===== config.mk =====
export PLATFORM = sky130hd
export DESIGN_NAME = game_control
export DESIGN_NICKNAME = d
export VERILOG_FILES = /design/src/rtl/game_control.sv
export SDC_FILE = /design/constraint.sdc
export NUM_CORES = 1
export LEC_CHECK = 0
export CAP_MARGIN = 20
export CELL_PAD_IN_SITES_DETAIL_PLACEMENT = 1
export CELL_PAD_IN_SITES_GLOBAL_PLACEMENT = 1
export CORE_ASPECT_RATIO = 1.1
export CORE_MARGIN = 1
export CORE_UTILIZATION = 30
export CTS_BUF_LIST = sky130_fd_sc_hd__clkbuf_4 sky130_fd_sc_hd__clkbuf_8
export CTS_CLUSTER_SIZE = 24
export DETAILED_ROUTE_END_ITERATION = 7
export GPL_ROUTABILITY_DRIVEN = 0
export PLACE_DENSITY = 0.7
export SLEW_MARGIN = 40
export SYNTH_ARGS = -nofsm -noshare
export SYNTH_HDL_FRONTEND = slang
export SYNTH_SLANG_ARGS = --single-unit

===== constraint.sdc =====
create_clock -name clk -period 3.5 [get_ports clk]
set_input_delay 0.7 -clock clk [delete_from_list [all_inputs] [get_ports clk]]
set_output_delay 0.7 -clock clk [all_outputs]
set_load 0.05 [all_outputs]

===== src/rtl/game_control.sv =====
// game_control: frame sequencer for the bird game. Generates the frame tick,
// walks the datapath through erase/update/redraw/check once per frame,
// latches jump presses and runs the idle/play/game-over flow.
module game_control #(
  parameter int FRAME_DIV = 833334,
  parameter int CNT_W     = 20
) (
  input  logic       clk,
  input  logic       reset,
  input  logic       start,
  input  logic       jump,
  input  logic       collide,
  input  logic       op_done,
  output logic [5:0] op,
  output logic       op_go,
  output logic       jump_now,
  output logic       playing,
  output logic       game_over,
  output logic [7:0] overrun_cnt
);

  localparam logic [5:0] OP_UPDATE_WALL    = 6'd0;
  localparam logic [5:0] OP_UPDATE_BIRD_Y  = 6'd1;
  localparam logic [5:0] OP_UPDATE_BIRD_VY = 6'd2;
  localparam logic [5:0] OP_DEL_WALL       = 6'd3;
  localparam logic [5:0] OP_DEL_BIRD       = 6'd4;
  localparam logic [5:0] OP_DRAW_WALL      = 6'd5;
  localparam logic [5:0] OP_DRAW_BIRD      = 6'd6;
  localparam logic [5:0] OP_INIT_GAME      = 6'd7;
  localparam logic [5:0] OP_NOP            = 6'd63;

  localparam logic [CNT_W-1:0] CNT_LAST = CNT_W'(FRAME_DIV - 1);

  typedef enum logic [3:0] {
    S_IDLE, S_INIT, S_WAIT_TICK, S_DEL_WALL, S_DEL_BIRD, S_UPD_WALL,
    S_UPD_BIRD_Y, S_UPD_BIRD_VY, S_DRAW_WALL, S_DRAW_BIRD, S_CHECK, S_GAME_OVER
  } state_t;

  state_t           state, state_next;
  logic             entry;        // first cycle in the current state
  logic             start_q, jump_q;
  logic [CNT_W-1:0] cnt;
  logic             tick;
  logic             tick_pending;
  logic             jump_latch;
  logic             start_rise, jump_rise;

  assign start_rise = start & ~start_q;
  assign jump_rise  = jump & ~jump_q;
  assign tick       = (cnt == CNT_LAST);

  // State register plus entry flag; entry gates op_go and op_done for
  // multi-cycle draw/erase states.
  always_ff @(posedge clk or posedge reset) begin
    if (reset) begin
      state <= S_IDLE;
      entry <= 1'b0;
    end else begin
      state <= state_next;
      entry <= (state_next != state);
    end
  end

  // Next-state and output decode; outputs depend on registered state only.
  always_comb begin
    state_next = state;
    op         = OP_NOP;
    op_go      = 1'b0;
    jump_now   = 1'b0;
    playing    = 1'b1;
    game_over  = 1'b0;
    case (state)
      S_IDLE: begin
        playing = 1'b0;
        if (start_rise) state_next = S_INIT;
      end
      S_INIT: begin
        op         = OP_INIT_GAME;
        op_go      = 1'b1;
        state_next = S_WAIT_TICK;
      end
      S_WAIT_TICK: begin
        if (tick_pending) state_next = S_DEL_WALL;
      end
      S_DEL_WALL: begin
        op    = OP_DEL_WALL;
        op_go = entry;
        if (!entry && op_done) state_next = S_DEL_BIRD;
      end
      S_DEL_BIRD: begin
        op    = OP_DEL_BIRD;
        op_go = entry;
        if (!entry && op_done) state_next = S_UPD_WALL;
      end
      S_UPD_WALL: begin
        op         = OP_UPDATE_WALL;
        op_go      = 1'b1;
        state_next = S_UPD_BIRD_Y;
      end
      S_UPD_BIRD_Y: begin
        op         = OP_UPDATE_BIRD_Y;
        op_go      = 1'b1;
        state_next = S_UPD_BIRD_VY;
      end
      S_UPD_BIRD_VY: begin
        op         = OP_UPDATE_BIRD_VY;
        op_go      = 1'b1;
        jump_now   = jump_latch;
        state_next = S_DRAW_WALL;
      end
      S_DRAW_WALL: begin
        op    = OP_DRAW_WALL;
        op_go = entry;
        if (!entry && op_done) state_next = S_DRAW_BIRD;
      end
      S_DRAW_BIRD: begin
        op    = OP_DRAW_BIRD;
        op_go = entry;
        if (!entry && op_done) state_next = S_CHECK;
      end
      S_CHECK: begin
        state_next = collide ? S_GAME_OVER : S_WAIT_TICK;
      end
      S_GAME_OVER: begin
        playing   = 1'b0;
        game_over = 1'b1;
        if (start_rise) state_next = S_INIT;
      end
      default: begin
        playing    = 1'b0;
        state_next = S_IDLE;
      end
    endcase
  end

  // Button history; reset to 1 so a button held through reset does not fire.
  always_ff @(posedge clk or posedge reset) begin
    if (reset) begin
      start_q <= 1'b1;
      jump_q  <= 1'b1;
    end else begin
      start_q <= start;
      jump_q  <= jump;
    end
  end

  // Free-running frame divider.
  always_ff @(posedge clk or posedge reset) begin
    if (reset)     cnt <= '0;
    else if (tick) cnt <= '0;
    else           cnt <= cnt + CNT_W'(1);
  end

  // Pending frame tick and saturating overrun count. A tick landing on the
  // cycle WAIT_TICK consumes the previous one simply re-arms the flag.
  always_ff @(posedge clk or posedge reset) begin
    if (reset) begin
      tick_pending <= 1'b0;
      overrun_cnt  <= 8'd0;
    end else if (state == S_INIT) begin
      tick_pending <= 1'b0;
    end else if (state == S_WAIT_TICK && tick_pending) begin
      tick_pending <= tick;
    end else if (tick && playing) begin
      if (tick_pending && overrun_cnt != 8'hff) overrun_cnt <= overrun_cnt + 8'd1;
      tick_pending <= 1'b1;
    end
  end

  // Jump latch; consumed by UPD_BIRD_VY unless a fresh press lands that cycle.
  always_ff @(posedge clk or posedge reset) begin
    if (reset)                       jump_latch <= 1'b0;
    else if (state == S_INIT)        jump_latch <= 1'b0;
    else if (state == S_UPD_BIRD_VY) jump_latch <= jump_rise;
    else if (jump_rise && playing)   jump_latch <= 1'b1;
  end

endmodule


==> summary.md <==
| Metric | Value |
|---|---|
| Chip Width | 80.6 µm |
| Post-route DRC | 0 |
| CTS Buffer Depth | 2 |
| Worst relative slew slack | 60.1% |
| Synth Flop Type | dfrtp_1 |
| RSZ-0062 raised after global routing | no |
| Number of antenna diodes | 0 |
| Post-CTS Setup Bufs | 0 |
| First-pass detailed-route iteration total | 4 |
| CTS tree | done |
| Sequential element share of the synthesized area | 45.6% |
| Worst skew pair latency | 0.29 ns |
| Core Area | 0.00656 mm² |
| Post-cts resize count | 0 |
| Nets | 243 |
| Ys async rst share | 100% |
| Mean area per synthesized cell | 9.70 µm² |
| Distinct cells, synth | between 40 and 50 |
| HPWL after detailed placement | 3.30 mm |
| GRT Util Overall | 14.2% |
| First-pass GRT wire length | 7.85 mm |
| Area grow syn2layout | 20.9% |
| Crit Path Class | reg2out |
| Max FO, Critical Path | 14 |
| Initial antenna violation count | 0 |
| Initial Utilization | 31.1% |
| Syn Std Cell Area | 0.00204 mm² |
| Post-synth EDFFs | 0 |
| Row Count | 31 |
| H-tree Lvls | 2 |
| Final Setup Violations | 0 |
| Data required time at the worst endpoint | ~2.8 ns |
| Run status | completed |
| Tot Pwr | 1.65 mW |
| Main combinational cell family by area after synthesis | simple AND/OR/NAND/NOR gates |
| Root Buffer | clkbuf_8 |
| Setup crit end kind | output pin |
| Placed cell area | 0.00234 mm² |
| Max-cap violation count | 0 |
| Post-synthesis simple-gate area fraction | 26.7% |
| Io pins | 24 |
| Tightest Pin Transition | between 0.5 and 0.6 ns |
| Port Buffers | 23 |
| Share of the synthesized area in the top cell type | 43.0% |
| Yosys reg bits | 37 |
| Layout cells sized above 1 | between 8 and 9% |
| Worst Setup Start Kind | flop |
| Syn_nets | approximately 220 |
| Largest area contributor in the netlist | dfrtp_1 |
| Final Cycle Share | 86.9% |
| Avg WL per Cell | 14.5 µm |
| WL final | ~4.6 mm |
| Hold_buf cts | 0 |
| Synth warn | 0 |
| Largest cells by area after synthesis | dfrtp_1 (43%), xnor2_1 (7.7%), nor2_1 (4.8%) |
| Static Leak | 1.05 nW |
| Gr ovfl total | 0 |
| Iter 0 DRT Violations | 27 |
| TritonCTS buffer count | 5 |
| Final Critical Period | slightly above 3 ns |
| Mux cell area share after synthesis | 2.03% |
| Final Hold Fails | 0 |
| Synth Area in Compound Gates | 10.2% |
| Final Instance Area | 0.00246 mm² |
| Adder-cell share of the synthesized area | 1.84% |
| Cells after synthesis | 210 |
| Highest Clock Rate | 329 MHz |
| Crit path DAT | around 2.3 ns |
| Vias | 1618 |
| Fraction of synthesized cell area in xor and xnor cells | between 10 and 15% |
| Peak VDD IR | about 0.0006 V |
| Setup_tns | 0 ns |
| Slew Viols, Final | 0 |
| Final clock skew | between 0.004 and 0.005 ns |
| Tightest Hold Check Type | reg2reg |
| Clk sinks | 37 |
| Via density | slightly above 5 |
| Most frequent cells in the layout | dfrtp_1 (35), nor2_1 (26), clkdlybuf4s50_1 (23) |
| Antenna-violating nets left | 0 |
| Chip height | between 80 and 90 µm |
| Largest net degree at the start of global routing | 27 |
| Most common cell after layout, fill and taps aside | dfrtp_1 |
| Vias in the first global route | 1648 |
| Worst-path clk slew | about 0.08 ns |
| Die ar. | 0.00712 mm² |
| PD cells | ~670 mW/mm² |
## critical path: stages (launching register included)
cell and delay (ns):
dfrtp_1 0.59, clkinv_1 0.33, o2bb2ai_1 0.28, clkdlybuf4s50_1 0.84
## final timing paths
path | cells past startpoint | endpoint | slack [ns] | start
hold / removal | 1 | cnt[19] | 0.48 | cnt[19]
hold reg to reg | 1 | cnt[19] | 0.48 | cnt[19]
setup reg to reg | 5 | overrun_cnt[1] | 1.41 | state[1]
setup / recovery | 3 | op[4] | 0.46 | state[3]
min in group asynchronous | 2 | cnt[12] | 0.73 | reset
max in group asynchronous | 3 | jump_q | 2.02 | reset
## per-stage QoR
| step | instances | setup slack [ns] | util (%) | hold slack, ns |
|---|---|---|---|---|
| after floorplan | 210 | 0.790 | - | 0.446 |
| after global placement | 309 | 0.819 | 35.8 | 0.467 |
| after detailed placement | 309 | 0.755 | 35.8 | 0.471 |
| after CTS | 317 | 0.436 | 37.6 | 0.487 |
| after global routing | 317 | 0.256 | 37.6 | 0.511 |
| final | 317 | 0.460 | 37.6 | 0.484 |
## cell usage after synthesis (2+ instances only)
cell and n:
nor2b_1 5, o21ai_0 6, dfrtp_1 35, nor2_1 26, nand2b_1 5, inv_1 6
mux2i_1 3, and3_1 7, nand2_1 14, o211ai_1 2, nand4_1 8, or3_1 2
nand3_1 11, a31oi_1 2, xnor2_1 18, clkbuf_1 3, ha_1 3, and4_1 2
xor2_1 6, nor4_4 2, o22ai_1 3, nor3b_1 2, buf_2 3, a21oi_1 12
buf_4 2, dfstp_2 2
## kinds of logic after synthesis
logic type	count (synthesis)
xor+xnor	24
buf+inv	15
mux	4
simple gates	93
fa+ha+maj	3
compound gates	34
flops	37
## area by class of cell
cell class / instances / area, µm²
fill: 747 / 4090
tap: 82 / 103
sequential: 37 / 928
inverter: 7 / 26.3
clock inverter: 1 / 30.0
clock buffer: 7 / 90.1
timing repair buffer: 25 / 245
multi-input combinational: 158 / 1040
## flip-flops by register name, indices dropped and copies added (netlist names)
signal,flops
cnt,20
entry,1
jump_latch,1
jump_q,1
overrun_cnt,8
start_q,1
state,4
tick_pending,1
## power breakdown
part           leakage (nW)  switching [mW]  internal (mW)
sequential            0.485          0.0846          0.460
clock                0.0619           0.156          0.240
combinational         0.500           0.471          0.242
## metal layers
layer,part of all wire (%),wire length (µm),up-vias,global-route usage (%)
met1,48,2230,799,18.6
met3,3.1,143,7,2.16
met5,0,0,-,0
li1,-,-,786,-
met4,1.3,61,0,5.36
met2,47,2160,26,23.4
Note: power is estimated with default switching activity, not from simulation.
